**src/rtl/pipe_hazard_ctrl_pkg.sv**
```systemverilog
// Shared types and constants for the pipeline hazard controller and the decoder.
// The load-use compare lives here so the decoder and controller agree on it.
package pipe_ctrl_pkg;

    typedef enum logic {
        RUN      = 1'b0,
        MEM_WAIT = 1'b1
    } ctrl_state_t;

    localparam logic [4:0] REG_ZERO = 5'd0;

    // Opcode / funct encodings shared with the decoder
    localparam logic [5:0] LW  = 6'b100011;
    localparam logic [5:0] SW  = 6'b101011;
    localparam logic [5:0] BEQ = 6'b000100;
    localparam logic [5:0] BNE = 6'b000101;
    localparam logic [5:0] JAL = 6'b000011;
    localparam logic [5:0] JR  = 6'b001000;

    // $zero is never a real producer, so a lw targeting it cannot create a hazard
    function automatic logic load_use(
        input logic       ex_memread,
        input logic [4:0] ex_rt,
        input logic [4:0] id_rs,
        input logic [4:0] id_rt,
        input logic       uses_rs,
        input logic       uses_rt
    );
        return ex_memread && (ex_rt != REG_ZERO) &&
               ((uses_rs && (id_rs == ex_rt)) || (uses_rt && (id_rt == ex_rt)));
    endfunction

endpackage

```
**src/rtl/pipe_hazard_ctrl_if.sv**
```systemverilog
// Hazard-source inputs and stage-control outputs of the hazard controller.
// master = pipeline datapath side, slave = the controller.
interface pipe_hazard_ctrl_if #(
    parameter int CNT_W = 16
);
    logic [4:0]       id_rs;
    logic [4:0]       id_rt;
    logic             id_uses_rs;
    logic             id_uses_rt;
    logic             id_jal;
    logic             ex_memread;
    logic [4:0]       ex_rt;
    logic             ex_redirect;
    logic             mem_access;
    logic             dmem_ready;

    logic             dmem_req;
    logic             pc_en;
    logic             ifid_en;
    logic             idex_en;
    logic             exmem_en;
    logic             memwb_en;
    logic             ifid_flush;
    logic             idex_flush;
    logic             memwb_flush;
    logic [CNT_W-1:0] stall_cycles;
    logic [CNT_W-1:0] flush_count;
    logic             mem_err;

    modport master (
        output id_rs, id_rt, id_uses_rs, id_uses_rt, id_jal,
               ex_memread, ex_rt, ex_redirect, mem_access, dmem_ready,
        input  dmem_req, pc_en, ifid_en, idex_en, exmem_en, memwb_en,
               ifid_flush, idex_flush, memwb_flush,
               stall_cycles, flush_count, mem_err
    );

    modport slave (
        input  id_rs, id_rt, id_uses_rs, id_uses_rt, id_jal,
               ex_memread, ex_rt, ex_redirect, mem_access, dmem_ready,
        output dmem_req, pc_en, ifid_en, idex_en, exmem_en, memwb_en,
               ifid_flush, idex_flush, memwb_flush,
               stall_cycles, flush_count, mem_err
    );
endinterface

```
**src/rtl/pipe_hazard_ctrl_sat_counter.sv**
```systemverilog
// Event counter that sticks at all-ones instead of wrapping.
module sat_counter #(
    parameter int W = 16
) (
    input  logic         clk,
    input  logic         rst_n,
    input  logic         inc,
    output logic [W-1:0] cnt
);

    always_ff @(posedge clk or negedge rst_n) begin
        if (!rst_n) begin
            cnt <= '0;
        end else if (inc && (cnt != {W{1'b1}})) begin
            cnt <= cnt + W'(1);
        end
    end

endmodule

```
**src/rtl/pipe_hazard_ctrl.sv**
```systemverilog
// Stall/flush scheduler for the 5-stage pipeline: memory freeze, redirect flush,
// load-use bubble and jal bubble, plus perf counters and a sticky memory timeout.
//
// state    | meaning
// ---------+----------------------------------------------------------------
// RUN      | normal issue; a pending data access without ready moves to MEM_WAIT
// MEM_WAIT | pipeline frozen on a data access; wait_cnt runs toward the timeout
module pipe_hazard_ctrl
    import pipe_ctrl_pkg::*;
#(
    parameter int MEM_TIMEOUT = 64,
    parameter int CNT_W       = 16
) (
    input  logic               clk,
    input  logic               rst_n,
    pipe_hazard_ctrl_if.slave  hz
);

    localparam int WAIT_W = $clog2(MEM_TIMEOUT) + 1;
    localparam logic [WAIT_W-1:0] WAIT_TC = WAIT_W'(MEM_TIMEOUT - 1);

    ctrl_state_t       state;
    logic [WAIT_W-1:0] wait_cnt;
    logic              mem_err_q;

    logic       lu;
    logic       mw;
    logic [4:0] en_raw;      // {pc, ifid, idex, exmem, memwb}
    logic       ifid_fl_raw;
    logic       idex_fl_raw;
    logic       redirect_evt;

    assign lu = load_use(hz.ex_memread, hz.ex_rt, hz.id_rs, hz.id_rt,
                         hz.id_uses_rs, hz.id_uses_rt);
    assign mw = hz.mem_access & ~hz.dmem_ready;

    // Freeze holds redirect/lu sources in place, so they re-present after the access
    always_comb begin
        en_raw       = 5'b11111;
        ifid_fl_raw  = 1'b0;
        idex_fl_raw  = 1'b0;
        redirect_evt = 1'b0;
        if (mw) begin
            en_raw = 5'b00000;
        end else if (hz.ex_redirect) begin
            ifid_fl_raw  = 1'b1;
            idex_fl_raw  = 1'b1;
            redirect_evt = 1'b1;
        end else if (lu) begin
            en_raw      = 5'b00111;
            idex_fl_raw = 1'b1;
        end else if (hz.id_jal) begin
            ifid_fl_raw = 1'b1;
        end
    end

    // Reset gating is combinational so a mid-access reset drops dmem_req at once
    assign hz.dmem_req    = rst_n & hz.mem_access;
    assign hz.pc_en       = rst_n & en_raw[4];
    assign hz.ifid_en     = rst_n & en_raw[3];
    assign hz.idex_en     = rst_n & en_raw[2];
    assign hz.exmem_en    = rst_n & en_raw[1];
    assign hz.memwb_en    = rst_n & en_raw[0];
    assign hz.ifid_flush  = ~rst_n | ifid_fl_raw;
    assign hz.idex_flush  = ~rst_n | idex_fl_raw;
    assign hz.memwb_flush = ~rst_n;
    assign hz.mem_err     = mem_err_q;

    always_ff @(posedge clk or negedge rst_n) begin
        if (!rst_n) begin
            state     <= RUN;
            wait_cnt  <= '0;
            mem_err_q <= 1'b0;
        end else begin
            case (state)
                RUN: begin
                    if (mw) begin
                        state    <= MEM_WAIT;
                        wait_cnt <= '0;
                    end
                end
                MEM_WAIT: begin
                    if (!mw) begin
                        state <= RUN;
                    end
                    // No abort on timeout: the flag only reports, the FSM keeps waiting
                    if ((wait_cnt == WAIT_TC) && !hz.dmem_ready) begin
                        mem_err_q <= 1'b1;
                    end
                    if (wait_cnt != {WAIT_W{1'b1}}) begin
                        wait_cnt <= wait_cnt + WAIT_W'(1);
                    end
                end
                default: begin
                    state <= RUN;
                end
            endcase
        end
    end

    sat_counter #(.W(CNT_W)) u_stall_cnt (
        .clk   (clk),
        .rst_n (rst_n),
        .inc   (~en_raw[4]),
        .cnt   (hz.stall_cycles)
    );

    sat_counter #(.W(CNT_W)) u_flush_cnt (
        .clk   (clk),
        .rst_n (rst_n),
        .inc   (redirect_evt),
        .cnt   (hz.flush_count)
    );

endmodule
```
**src/flat_wrapper.sv**
```systemverilog
// flat-port wrapper written by rule: the top's interface ports become plain ports
module pipe_hazard_ctrl_flat import pipe_ctrl_pkg::*;
#(
    parameter int MEM_TIMEOUT = 64,
    parameter int CNT_W       = 16
)
  (clk, rst_n, hz_id_rs, hz_id_rt, hz_id_uses_rs, hz_id_uses_rt, hz_id_jal, hz_ex_memread, hz_ex_rt, hz_ex_redirect, hz_mem_access, hz_dmem_ready, hz_dmem_req, hz_pc_en, hz_ifid_en, hz_idex_en, hz_exmem_en, hz_memwb_en, hz_ifid_flush, hz_idex_flush, hz_memwb_flush, hz_stall_cycles, hz_flush_count, hz_mem_err);
  pipe_hazard_ctrl_if #(.CNT_W(CNT_W)) hz_i ();
  input  logic clk;
  input  logic rst_n;
  input wire logic [$bits(hz_i.id_rs)-1:0] hz_id_rs;
  input wire logic [$bits(hz_i.id_rt)-1:0] hz_id_rt;
  input wire logic [$bits(hz_i.id_uses_rs)-1:0] hz_id_uses_rs;
  input wire logic [$bits(hz_i.id_uses_rt)-1:0] hz_id_uses_rt;
  input wire logic [$bits(hz_i.id_jal)-1:0] hz_id_jal;
  input wire logic [$bits(hz_i.ex_memread)-1:0] hz_ex_memread;
  input wire logic [$bits(hz_i.ex_rt)-1:0] hz_ex_rt;
  input wire logic [$bits(hz_i.ex_redirect)-1:0] hz_ex_redirect;
  input wire logic [$bits(hz_i.mem_access)-1:0] hz_mem_access;
  input wire logic [$bits(hz_i.dmem_ready)-1:0] hz_dmem_ready;
  output wire logic [$bits(hz_i.dmem_req)-1:0] hz_dmem_req;
  output wire logic [$bits(hz_i.pc_en)-1:0] hz_pc_en;
  output wire logic [$bits(hz_i.ifid_en)-1:0] hz_ifid_en;
  output wire logic [$bits(hz_i.idex_en)-1:0] hz_idex_en;
  output wire logic [$bits(hz_i.exmem_en)-1:0] hz_exmem_en;
  output wire logic [$bits(hz_i.memwb_en)-1:0] hz_memwb_en;
  output wire logic [$bits(hz_i.ifid_flush)-1:0] hz_ifid_flush;
  output wire logic [$bits(hz_i.idex_flush)-1:0] hz_idex_flush;
  output wire logic [$bits(hz_i.memwb_flush)-1:0] hz_memwb_flush;
  output wire logic [$bits(hz_i.stall_cycles)-1:0] hz_stall_cycles;
  output wire logic [$bits(hz_i.flush_count)-1:0] hz_flush_count;
  output wire logic [$bits(hz_i.mem_err)-1:0] hz_mem_err;
  assign hz_i.id_rs = hz_id_rs;
  assign hz_i.id_rt = hz_id_rt;
  assign hz_i.id_uses_rs = hz_id_uses_rs;
  assign hz_i.id_uses_rt = hz_id_uses_rt;
  assign hz_i.id_jal = hz_id_jal;
  assign hz_i.ex_memread = hz_ex_memread;
  assign hz_i.ex_rt = hz_ex_rt;
  assign hz_i.ex_redirect = hz_ex_redirect;
  assign hz_i.mem_access = hz_mem_access;
  assign hz_i.dmem_ready = hz_dmem_ready;
  assign hz_dmem_req = hz_i.dmem_req;
  assign hz_pc_en = hz_i.pc_en;
  assign hz_ifid_en = hz_i.ifid_en;
  assign hz_idex_en = hz_i.idex_en;
  assign hz_exmem_en = hz_i.exmem_en;
  assign hz_memwb_en = hz_i.memwb_en;
  assign hz_ifid_flush = hz_i.ifid_flush;
  assign hz_idex_flush = hz_i.idex_flush;
  assign hz_memwb_flush = hz_i.memwb_flush;
  assign hz_stall_cycles = hz_i.stall_cycles;
  assign hz_flush_count = hz_i.flush_count;
  assign hz_mem_err = hz_i.mem_err;
  pipe_hazard_ctrl #(.MEM_TIMEOUT(MEM_TIMEOUT), .CNT_W(CNT_W)) u_core (.clk(clk), .rst_n(rst_n), .hz(hz_i));
endmodule
```
**config.mk**
```make
export PLATFORM = sky130hd
export DESIGN_NAME = pipe_hazard_ctrl_flat
export DESIGN_NICKNAME = d
export VERILOG_FILES = /design/src/rtl/pipe_hazard_ctrl_pkg.sv /design/src/rtl/pipe_hazard_ctrl_if.sv /design/src/rtl/pipe_hazard_ctrl_sat_counter.sv /design/src/rtl/pipe_hazard_ctrl.sv /design/src/flat_wrapper.sv
export SDC_FILE = /design/constraint.sdc
export NUM_CORES = 1
export LEC_CHECK = 0
export ABC_AREA = 1
export ABC_CLOCK_PERIOD_IN_PS = 1310
export CAP_MARGIN = 25
export CORE_UTILIZATION = 46
export DETAILED_ROUTE_END_ITERATION = 10
export GPL_TIMING_DRIVEN = 0
export PLACE_DENSITY = 0.8
export SYNTH_ARGS = -nofsm -noshare
export SYNTH_HDL_FRONTEND = slang
export SYNTH_HIERARCHICAL = 1
export SYNTH_SLANG_ARGS = --single-unit
```
**constraint.sdc**
```tcl
create_clock -name clk -period 1.31 [get_ports clk]
set_input_delay 0.131 -clock clk [delete_from_list [all_inputs] [get_ports clk]]
set_output_delay 0.131 -clock clk [all_outputs]
set_load 0.01 [all_outputs]
```
==> run summary, run 1 <==
endpoint required time on the critical path: 1540 ps
Longest Clk Path Bufs: 2
failing checks: negative setup slack
vias post-DR: 3710
Buf/Inv on CP: 1
antenna diode count: 0
RSZ-0062 raised after global routing: true
Max Cap Viol: 0
remaining antenna violation count: 0
PD cells: 1130 nW/um^2
worst rel slew slack: 0.478
fin cells: 668
CP max stage cell: dfrtp_1
IO buf count: 65
reg-to-reg slack, setup: -210 ps
Worst setup SP type: flip-flop
Synth Area per Inst: 6.75 sq um
initial antenna violation count: 0
Critical Path Max Stage Delay: 410 ps
final hold slack: 243 ps
Clk pwr share: 0.230
crit path DAT: 1760 ps
reg2reg end: u_core/u_flush_cnt/cnt[4]
min cycle time layout: 1520 ps
CTS tree: built
Clock H-tree levels: 2
final number of setup-violating endpoints: 38
most frequent cells in the layout: nand2_1 (130), buf_4 (77), nand2_2 (45)
crit-path cells: buf_6 -> nand2_4 -> nor2_4 -> nand4_4 -> nand2_4 -> nand2_1 -> nand2_1
largest net degree at the start of global routing: 17
final setup margin: -212 ps
Hold EP: u_core/hz.mem_err
Yosys Warn Count: 6
number of cell rows: 28
first-pass GRT wire length: 14200 um
clock skew: 10.3 ps
Reg power frac: 0.319
WL/cell: 17.3 um
period utilization: 1.16
Cell Int Power: 3.49 mW
worst-path maximum fanout: 6
Top Family by Delay on Critical Path: simple AND/OR/NAND/NOR gates
gr usage total: 0.283
post-detail-place hpwl: 5370 um
Worst Reg-to-Reg Cells: 7
Post-Route WL: 11600 um
die width: 81.4 um
nets@finish: 619
vias in the first global route: 3150
worst r2r src: u_core/u_flush_cnt/cnt[3]
Hold Vio Cnt, Final: 0
Setup Crit Path Kind: flip-flop to flip-flop
fill count: 362
drt first pass iters: 5
Setup WS pre-CTS: -883 ps
Initial DRC Count: 458
sequential share of the synthesized area: 0.354
GPL Wtd Cong: 0.828
Gate power share: 0.451
f_max: 0.657 GHz
clock transition at the registers of the reported paths: 90 ps
# IOs: 66
Post-route DRC: 0
worst-margin pin slew: 780 ps
Die Y: 81.4 um
clock sink total: 41
TritonCTS Buffers: 5
grt total ovfl: 0
Sw Ratio: 0.368
Fin Setup TNS: -4360 ps
Die ar.: 6620 sq um
synthesized area: 2900 sq um
P&R area growth vs syn: 68.6%
share of cells above drive strength 1: 0.454
root buffer cell: clkbuf_8
most common cell after layout, fill and taps aside: nand2_1
Cell variety after synth: 25
Core Region: 5990 sq um
syn_nets: 456
routed vias/inst: 5.55
worst vdd ir: 0.00101 V
FF+latch count, synth: 41
Hold Startpoint: hz_dmem_ready
Pleak: 2.49 nW
status: finished with violations
Slew Limit Fails: 0
Placed Cells: 570
net switching power: 2.03 mW
Hold Crit Class: primary input to flip-flop
Syn Inst Count: 429
Hold Crit Depth: 4
Starting Density: 0.484
later-pin clock latency in the skew report: 300 ps
Critical Path End Type: flip-flop
-- metal layers --
metal | GRT usage | wire length [um] | vias to the layer above
met3 | 0.0472 | 786 | 70
met4 | 0.132 | 619 | 0
met5 | 0 | 0 | -
met1 | 0.325 | 4160 | 1756
li1 | - | - | 1652
met2 | 0.505 | 5990 | 232
-- flip-flops by register name, summed over array words and instances, names as in the netlist --
register                cells
u_core/u_stall_cnt/cnt     16
u_core/u_flush_cnt/cnt     16
u_core/state                1
u_core/hz.mem_err           1
u_core/wait_cnt             7
-- area by class of cell --
type | instances | area [sq um] | share of cell area
tap | 75 | 93.8 | 0.0192
buffer | 5 | 45.0 | 0.00922
inverter | 53 | 216 | 0.0443
multi-input combinational | 329 | 2010 | 0.411
timing repair buffer | 157 | 1340 | 0.275
clock inverter | 3 | 65.1 | 0.0133
clock buffer | 5 | 68.8 | 0.0141
sequential | 41 | 1050 | 0.214
-- cells by family (layout without fill, tap and decap cells) --
| kind of cell | Yosys count | after routing | share of synthesized area |
|---|---|---|---|
| compound gates | 28 | 28 | 0.0626 |
| flops | 41 | 41 | 0.354 |
| fa+ha+maj | 3 | 3 | 0.0130 |
| simple gates | 284 | 286 | 0.440 |
| buf+inv | 61 | 223 | 0.0946 |
| xor+xnor | 12 | 12 | 0.0363 |
-- worst register-to-register path: stages (launching register included) --
cell and delay [ps]:
dfrtp_1 410, buf_6 140, nand2_4 60, nor2_4 240, nand4_4 240, nand2_4 200
nand2_1 80, nand2_1 80
-- what timing repair did --
action,CTS,global route
pin swaps,54,59
gates resized for setup,200,90
hold buffers,3,0
setup buffers,56,29
gates cloned,3,2
hold endpoints to repair,25,0
endpoints found under the setup margin,80,43
-- per-stage QoR --
step                      utilization  power [mW]  cell area, sq um
final                           0.815        5.52              4880
after global routing            0.815        5.72              4880
after CTS                       0.738        4.84              4420
after detailed placement        0.619        3.20              3710
after global placement          0.616        3.16              3690
after floorplan                     -        2.55              2950
-- worst max-delay path by stage --
stage | to | cells past startpoint | startpoint
2_1_floorplan | u_core/wait_cnt[3] | 8 | u_core/wait_cnt[0]
3_3_place_gp | hz_idex_en | 5 | rst_n
3_5_place_dp | hz_pc_en | 10 | hz_ex_rt[2]
4_1_cts | u_core/u_stall_cnt/cnt[8] | 9 | u_core/u_stall_cnt/cnt[0]
5_1_grt | u_core/wait_cnt[3] | 8 | u_core/wait_cnt[0]
6_report | u_core/u_flush_cnt/cnt[4] | 7 | u_core/u_flush_cnt/cnt[3]
-- cell usage after synthesis --
cell type | count | area share
a21oi_4 | 1 | 0.0056
buf_6 | 4 | 0.016
o21ai_0 | 16 | 0.028
nor2_2 | 6 | 0.013
o21bai_1 | 1 | 0.0026
nand3_1 | 25 | 0.043
o21ai_2 | 6 | 0.018
nand2_2 | 10 | 0.022
or2_2 | 2 | 0.0043
a31oi_1 | 1 | 0.0022
nor3_2 | 1 | 0.0035
a21oi_1 | 2 | 0.0035
nand4_1 | 12 | 0.026
nor2_1 | 45 | 0.058
xor2_1 | 2 | 0.0060
inv_2 | 3 | 0.0039
a21oi_2 | 1 | 0.0030
buf_4 | 4 | 0.010
xnor2_1 | 10 | 0.030
ha_1 | 3 | 0.013
inv_1 | 50 | 0.065
nand4_4 | 2 | 0.015
dfrtp_1 | 41 | 0.35
nand2_1 | 173 | 0.22
nor2_4 | 8 | 0.031
-- power groups by stage --
stage	clock network [mW]	registers [mW]	logic, mW
global placement	0	1.82	1.34
CTS	1.24	1.72	1.88
global route	1.31	1.78	2.64
floorplan	0	1.85	0.707
finish	1.27	1.76	2.49
detailed placement	0	1.83	1.37
Note: power is estimated with default switching activity, not from simulation.
==> run 2: changes to the inputs <==
--- a/config.mk
+++ b/config.mk
@@ -7,7 +7,7 @@
 export LEC_CHECK = 0
 export ABC_AREA = 1
 export ABC_CLOCK_PERIOD_IN_PS = 1310
-export CAP_MARGIN = 25
+export CAP_MARGIN = 40
 export CORE_UTILIZATION = 46
 export DETAILED_ROUTE_END_ITERATION = 10
 export GPL_TIMING_DRIVEN = 0
==> run summary, run 2 (synthesized netlist as in run 1, its figures left out) <==
area post-placement: 3710 sq um (unchanged)
Die Y: 81.4 um (unchanged)
Initial DRC Count: 458 (unchanged)
Critical Path Max Stage Delay: 410 ps (about the same)
Starting Density: 0.484 (unchanged)
first-pass GRT wire length: 14200 um (unchanged)
Cell Int Power: 3.49 mW (unchanged)
routed vias/inst: 5.55 (unchanged)
f_max: 0.657 GHz (unchanged)
Reg power frac: 0.319 (about the same)
Worst setup SP type: flip-flop
Core Region: 5990 sq um (unchanged)
Hold EP: u_core/hz.mem_err
final number of setup-violating endpoints: 38 (unchanged)
worst-path maximum fanout: 6 (unchanged)
Hold Startpoint: hz_dmem_ready
Worst Reg-to-Reg Cells: 7 (unchanged)
drt first pass iters: 5 (unchanged)
fill count: 362 (unchanged)
TritonCTS Buffers: 5 (unchanged)
Max Cap Viol: 0 (unchanged)
Clk pwr share: 0.230 (about the same)
initial antenna violation count: 0 (unchanged)
RSZ-0062 raised after global routing: true
final hold slack: 243 ps (unchanged)
reg2reg end: u_core/u_flush_cnt/cnt[4]
later-pin clock latency in the skew report: 300 ps (about the same)
gr usage total: 0.283 (unchanged)
clock skew: 10.3 ps (unchanged)
die width: 81.4 um (unchanged)
PD cells: 1130 nW/um^2 (unchanged)
# IOs: 66 (unchanged)
Post-route DRC: 0 (unchanged)
Gate power share: 0.451 (about the same)
GPL Wtd Cong: 0.828 (unchanged)
crit-path cells: buf_6 -> nand2_4 -> nor2_4 -> nand4_4 -> nand2_4 -> nand2_1 -> nand2_1
design area: 4880 sq um (unchanged)
final setup margin: -212 ps (unchanged)
worst r2r src: u_core/u_flush_cnt/cnt[3]
post-detail-place hpwl: 5370 um (unchanged)
Clock H-tree levels: 2 (unchanged)
P&R area growth vs syn: 68.6% (unchanged)
Hold Crit Depth: 4 (unchanged)
vias in the first global route: 3150 (unchanged)
IO buf count: 65 (unchanged)
Fin Setup TNS: -4360 ps (unchanged)
nets@finish: 619 (unchanged)
largest net degree at the start of global routing: 17 (unchanged)
Sw Ratio: 0.368 (unchanged)
Met2 Routed Length: 5990 um (unchanged)
worst-margin pin slew: 780 ps (unchanged)
Post-Route WL: 11600 um (unchanged)
worst rel slew slack: 0.478 (unchanged)
vias post-DR: 3710 (unchanged)
status: finished with violations
Top Registers: u_core/u_flush_cnt/cnt (16), u_core/u_stall_cnt/cnt (16), u_core/wait_cnt (7)
Top Layer Used: met4
CTS tree: built
worst vdd ir: 0.00101 V (unchanged)
Die ar.: 6620 sq um (unchanged)
number of cell rows: 28 (unchanged)
antenna diode count: 0 (unchanged)
Hold Crit Class: primary input to flip-flop
Hold Vio Cnt, Final: 0 (unchanged)
WL/cell: 17.3 um (unchanged)
crit path DAT: 1760 ps (about the same)
most frequent cells in the layout: nand2_1 (130), buf_4 (77), nand2_2 (45)
CP max stage cell: dfrtp_1
Critical Path End Type: flip-flop
Setup WS pre-CTS: -883 ps (unchanged)
root buffer cell: clkbuf_8
min cycle time layout: 1520 ps (unchanged)
share of cells above drive strength 1: 0.454 (unchanged)
remaining antenna violation count: 0 (unchanged)
reg-to-reg slack, setup: -210 ps (about the same)
M1 wire length: 4160 um (unchanged)
WL met3: 786 um (unchanged)
period utilization: 1.16 (unchanged)
Longest Clk Path Bufs: 2 (unchanged)
net switching power: 2.03 mW (unchanged)
Setup Crit Path Kind: flip-flop to flip-flop
most common cell after layout, fill and taps aside: nand2_1
failing checks: negative setup slack
clock sink total: 41 (unchanged)
post-route core utilization: 0.815 (unchanged)
grt total ovfl: 0 (unchanged)
Slew Limit Fails: 0 (unchanged)
Pleak: 2.49 nW (unchanged)
clock transition at the registers of the reported paths: 90 ps (about the same)
endpoint required time on the critical path: 1540 ps (about the same)
==> run 2: cell counts in the layout (fill, tap and decap cells not counted) <==
No cell type changed its count.
==> run 2: worst max-delay path by stage <==
stage | from | slack (ps) | end
2_1_floorplan | u_core/wait_cnt[0] | -90 | u_core/wait_cnt[3]
4_1_cts | u_core/u_stall_cnt/cnt[0] | -90 | u_core/u_stall_cnt/cnt[8]
5_1_grt | u_core/wait_cnt[0] | -260 | u_core/wait_cnt[3]
3_3_place_gp | rst_n | -2140 | hz_idex_en
3_5_place_dp | hz_ex_rt[2] | -880 | hz_pc_en
6_report | u_core/u_flush_cnt/cnt[3] | -210 | u_core/u_flush_cnt/cnt[4]
==> run 2: stage by stage <==
| stage | cells | total power, mW |
|---|---|---|
| after CTS | 638 | 4.84 |
| final | 668 | 5.52 |
| after detailed placement | 570 | 3.20 |
| after floorplan | 429 | 2.55 |
| after global routing | 668 | 5.72 |
| after global placement | 569 | 3.16 |
==> run 2: power by group through the flow <==
stage	Combinational, mW	Clock, mW	Sequential (mW)
6_report	2.49	1.27	1.76
5_1_grt	2.64	1.31	1.78
4_1_cts	1.88	1.24	1.72
3_5_place_dp	1.37	0	1.83
3_3_place_gp	1.34	0	1.82
2_1_floorplan	0.707	0	1.85
==> run 2: worst max-delay path, delay by kind of cell, from the launching register on <==
kind / cells / cell delay (ps)
flops: 1 / 410
buf+inv: 1 / 130
simple gates: 6 / 890
==> run 2: timing repair <==
item | CTS | global route
resized for setup | 200 | 90
hold buffers | 3 | 0
buffers inserted | 56 | 29
endpoints found under the hold margin | 25 | 0
endpoints found under the setup margin | 80 | 43
cloned | 3 | 2
pin swaps | 54 | 59
==> run 2: final cells by class <==
class | count | area [sq um] | share of cell area
Clock inverter | 3 | 65.1 | 0.0133
Timing Repair Buffer | 157 | 1340 | 0.275
Clock buffer | 5 | 68.8 | 0.0141
Inverter | 53 | 216 | 0.0443
Buffer | 5 | 45.0 | 0.00922
Tap cell | 75 | 93.8 | 0.0192
Sequential cell | 41 | 1050 | 0.214
Multi-Input combinational cell | 329 | 2010 | 0.411
==> run 2: metal layers <==
layer,global-route usage,vias to the layer above
met5,0,-
met4,0.132,0
met2,0.505,232
met1,0.325,1756
met3,0.0472,70
li1,-,1652
==> run 3: changes to the inputs <==
--- a/config.mk
+++ b/config.mk
@@ -6,12 +6,12 @@
 export NUM_CORES = 1
 export LEC_CHECK = 0
 export ABC_AREA = 1
-export ABC_CLOCK_PERIOD_IN_PS = 1310
+export ABC_CLOCK_PERIOD_IN_PS = 1700
 export CAP_MARGIN = 40
-export CORE_UTILIZATION = 46
+export CORE_UTILIZATION = 50
 export DETAILED_ROUTE_END_ITERATION = 10
 export GPL_TIMING_DRIVEN = 0
-export PLACE_DENSITY = 0.8
+export PLACE_DENSITY = 0.83
 export SYNTH_ARGS = -nofsm -noshare
 export SYNTH_HDL_FRONTEND = slang
 export SYNTH_HIERARCHICAL = 1
==> constraint.sdc (replaced) <==
create_clock -name clk -period 1.7 [get_ports clk]
set_input_delay 0.17 -clock clk [delete_from_list [all_inputs] [get_ports clk]]
set_output_delay 0.17 -clock clk [all_outputs]
set_load 0.01 [all_outputs]
==> run summary, run 3 (synthesized netlist as in run 1, its figures left out) <==
worst vdd ir: 0.000599 V (-41%)
M3 GR Usage: 0.0512 (+0.00397)
Critical path destination: u_core/wait_cnt[3]
number of cell rows: 27 (-3.6%)
Die ar.: 6100 sq um (-7.8%)
CTS tree: built
drt first pass iters: 5 (unchanged)
clock sink total: 41 (unchanged)
IO buf count: 65 (unchanged)
Hold Vio Cnt, Final: 0 (unchanged)
worst rel slew slack: 0.753 (+0.275)
P&R area growth vs syn: 35.6%
Worst setup SP type: flip-flop
Setup Crit Path Kind: flip-flop to flip-flop
first-pass GRT wire length: 13100 um (-8.3%)
total power: 3.31 mW (-40%)
crit path DAT: 1850 ps (+90 ps)
post-detail-place hpwl: 5580 um (+4.0%)
WL/cell: 13.6 um (-22%)
endpoint required time on the critical path: 1900 ps (+360 ps)
Most Frequent Cell on Critical Path: nor2_1
clock transition at the registers of the reported paths: 90 ps (about the same)
post-route core utilization: 0.709 (-0.106)
gr usage total: 0.270 (-0.0129)
f_max: 0.604 GHz (-8.1%)
largest net degree at the start of global routing: 34 (+17)
TritonCTS Buffers: 5 (unchanged)
root buffer cell: clkbuf_8
initial antenna violation count: 0 (unchanged)
most common cell after layout, fill and taps aside: nand2_1
nets@finish: 540 (-13%)
crit-path cells: ha_2 -> inv_1 -> nor3_4 -> nand2_2 -> a21oi_4 -> nor2_1 -> nor2_1 -> nor2_1
Pleak: 1.91 nW (-23%)
most frequent cells in the layout: nand2_1 (170), inv_1 (46), clkdlybuf4s50_1 (40)
Post-route DRC: 0 (unchanged)
Starting Density: 0.523 (+0.0393)
PD cells: 841 nW/um^2 (-25%)
reg-to-reg slack, setup: 40 ps (+260 ps)
crit path from: u_core/wait_cnt[1]
period utilization: 0.975 (-0.187)
grt total ovfl: 0 (unchanged)
die width: 78.1 um (-4.0%)
fill count: 473 (+31%)
Post-Route WL: 7940 um (-31%)
later-pin clock latency in the skew report: 300 ps (about the same)
vias in the first global route: 2933 (-6.9%)
# IOs: 66 (unchanged)
worst-margin pin slew: 369 ps (-411 ps)
Slew Limit Fails: 0 (unchanged)
CP max stage cell: dfrtp_1
Critical Path Max Stage Delay: 390 ps (-20 ps)
grt met1 use: 0.321 (-0.00446)
antenna diode count: 0 (unchanged)
Die Y: 78.1 um (-4.0%)
min cycle time layout: 1660 ps (+135 ps)
status: finished clean
global route hottest layer: met2
vias post-DR: 3034 (-18%)
clock skew: 4.98 ps (-5.33 ps)
reg2reg end: u_core/wait_cnt[3]
Top Registers: u_core/u_flush_cnt/cnt (16), u_core/u_stall_cnt/cnt (16), u_core/wait_cnt (7)
final number of setup-violating endpoints: 0 (-100%)
share of cells above drive strength 1: 0.181 (-0.273)
Clock H-tree levels: 2 (unchanged)
worst r2r src: u_core/wait_cnt[1]
Critical Path End Type: flip-flop
Longest Clk Path Bufs: 2 (unchanged)
remaining antenna violation count: 0 (unchanged)
routed vias/inst: 5.18 (-6.8%)
Initial DRC Count: 240 (-48%)
Core Region: 5540 sq um (-7.5%)
GPL Wtd Cong: 0.908 (+9.6%)
Hold Crit Class: primary input to async pin
Worst Reg-to-Reg Cells: 8 (+1)
met2 Use GR: 0.479 (-0.0261)
Max Cap Viol: 0 (unchanged)
worst-path maximum fanout: 6 (unchanged)
run 3: changes by cell type in the layout (fill, tap and decap cells not counted), moves of 11 or more:
cell             change
buf_4               -66
nand2_1             +40
clkdlybuf4s50_1     +39
nand2_2             -33
dlygate4sd2_1       -22
buf_6               -18
nor2_4              -14
dfrtp_1             +13
dfrtp_2             -13
o21ai_0             +12
nor2_1              +11
run 3: power by group:
group / switching [mW] / leakage (nW) / internal (mW)
Clock: 0.373 / 0.0543 / 0.440
Sequential: 0.236 / 0.522 / 1.14
Combinational: 0.568 / 1.34 / 0.555
Total: 1.18 / 1.91 / 2.13
run 3: final cells by class:
cell class                 instances  area [sq um]  area share
multi-input combinational        327          1670       0.425
sequential                        41          1030       0.262
timing repair buffer              77           749       0.191
inverter                          53           199      0.0506
tap                               72          90.1      0.0229
buffer                             8          75.1      0.0191
clock buffer                       5          68.8      0.0175
clock inverter                     3          46.3      0.0118
run 3: repair_timing:
action / 4_1_cts / 5_1_grt
pin swaps: 9 / 15
setup endpoints to repair: 32 / 35
hold buffers: 3 / 0
endpoints found under the hold margin: 8 / 0
resized for setup: 41 / 24
buffers inserted: 4 / 4
gates cloned: 1 / 0
run 3: per-stage QoR:
stage | TNS (ps) | worst slack [ps] | hold WS [ps] | instances | area, sq um
2_1_floorplan | 0 | 177 | -126 | 429 | 2900
3_3_place_gp | -50780 | -1770 | 464 | 566 | 3640
3_5_place_dp | -12350 | -646 | 48.0 | 567 | 3650
4_1_cts | 0 | 3.70 | 379 | 582 | 3840
5_1_grt | -91.3 | -66.7 | 393 | 586 | 3930
6_report | 0 | 43.2 | 363 | 586 | 3930
run 3: worst min-delay path by stage:
stage	end	slack, ps	depth (start not counted)
after floorplan	u_core/hz.mem_err	-130	0
after global placement	u_core/hz.mem_err	460	1
after detailed placement	u_core/hz.mem_err	50	1
after CTS	u_core/hz.mem_err	380	2
after global routing	u_core/hz.mem_err	390	2
final	u_core/u_stall_cnt/cnt[15]	360	2
run 3: worst max-delay path, delay by kind of cell, from the launching register on:
kind	cells	cell delay, ps
AOI/OAI and AO/OA	1	260
DFF	1	390
buffers and inverters	1	100
and+or+nand+nor	5	560
adders and majority gates	1	230
run 3: per-layer routing:
| metal | share of wire | routed length [um] | vias to the layer above |
|---|---|---|---|
| met4 | 0.018 | 140 | 0 |
| met3 | 0.045 | 361 | 16 |
| met5 | 0 | 0 | - |
| met1 | 0.43 | 3390 | 1415 |
| li1 | - | - | 1504 |
| met2 | 0.51 | 4050 | 99 |
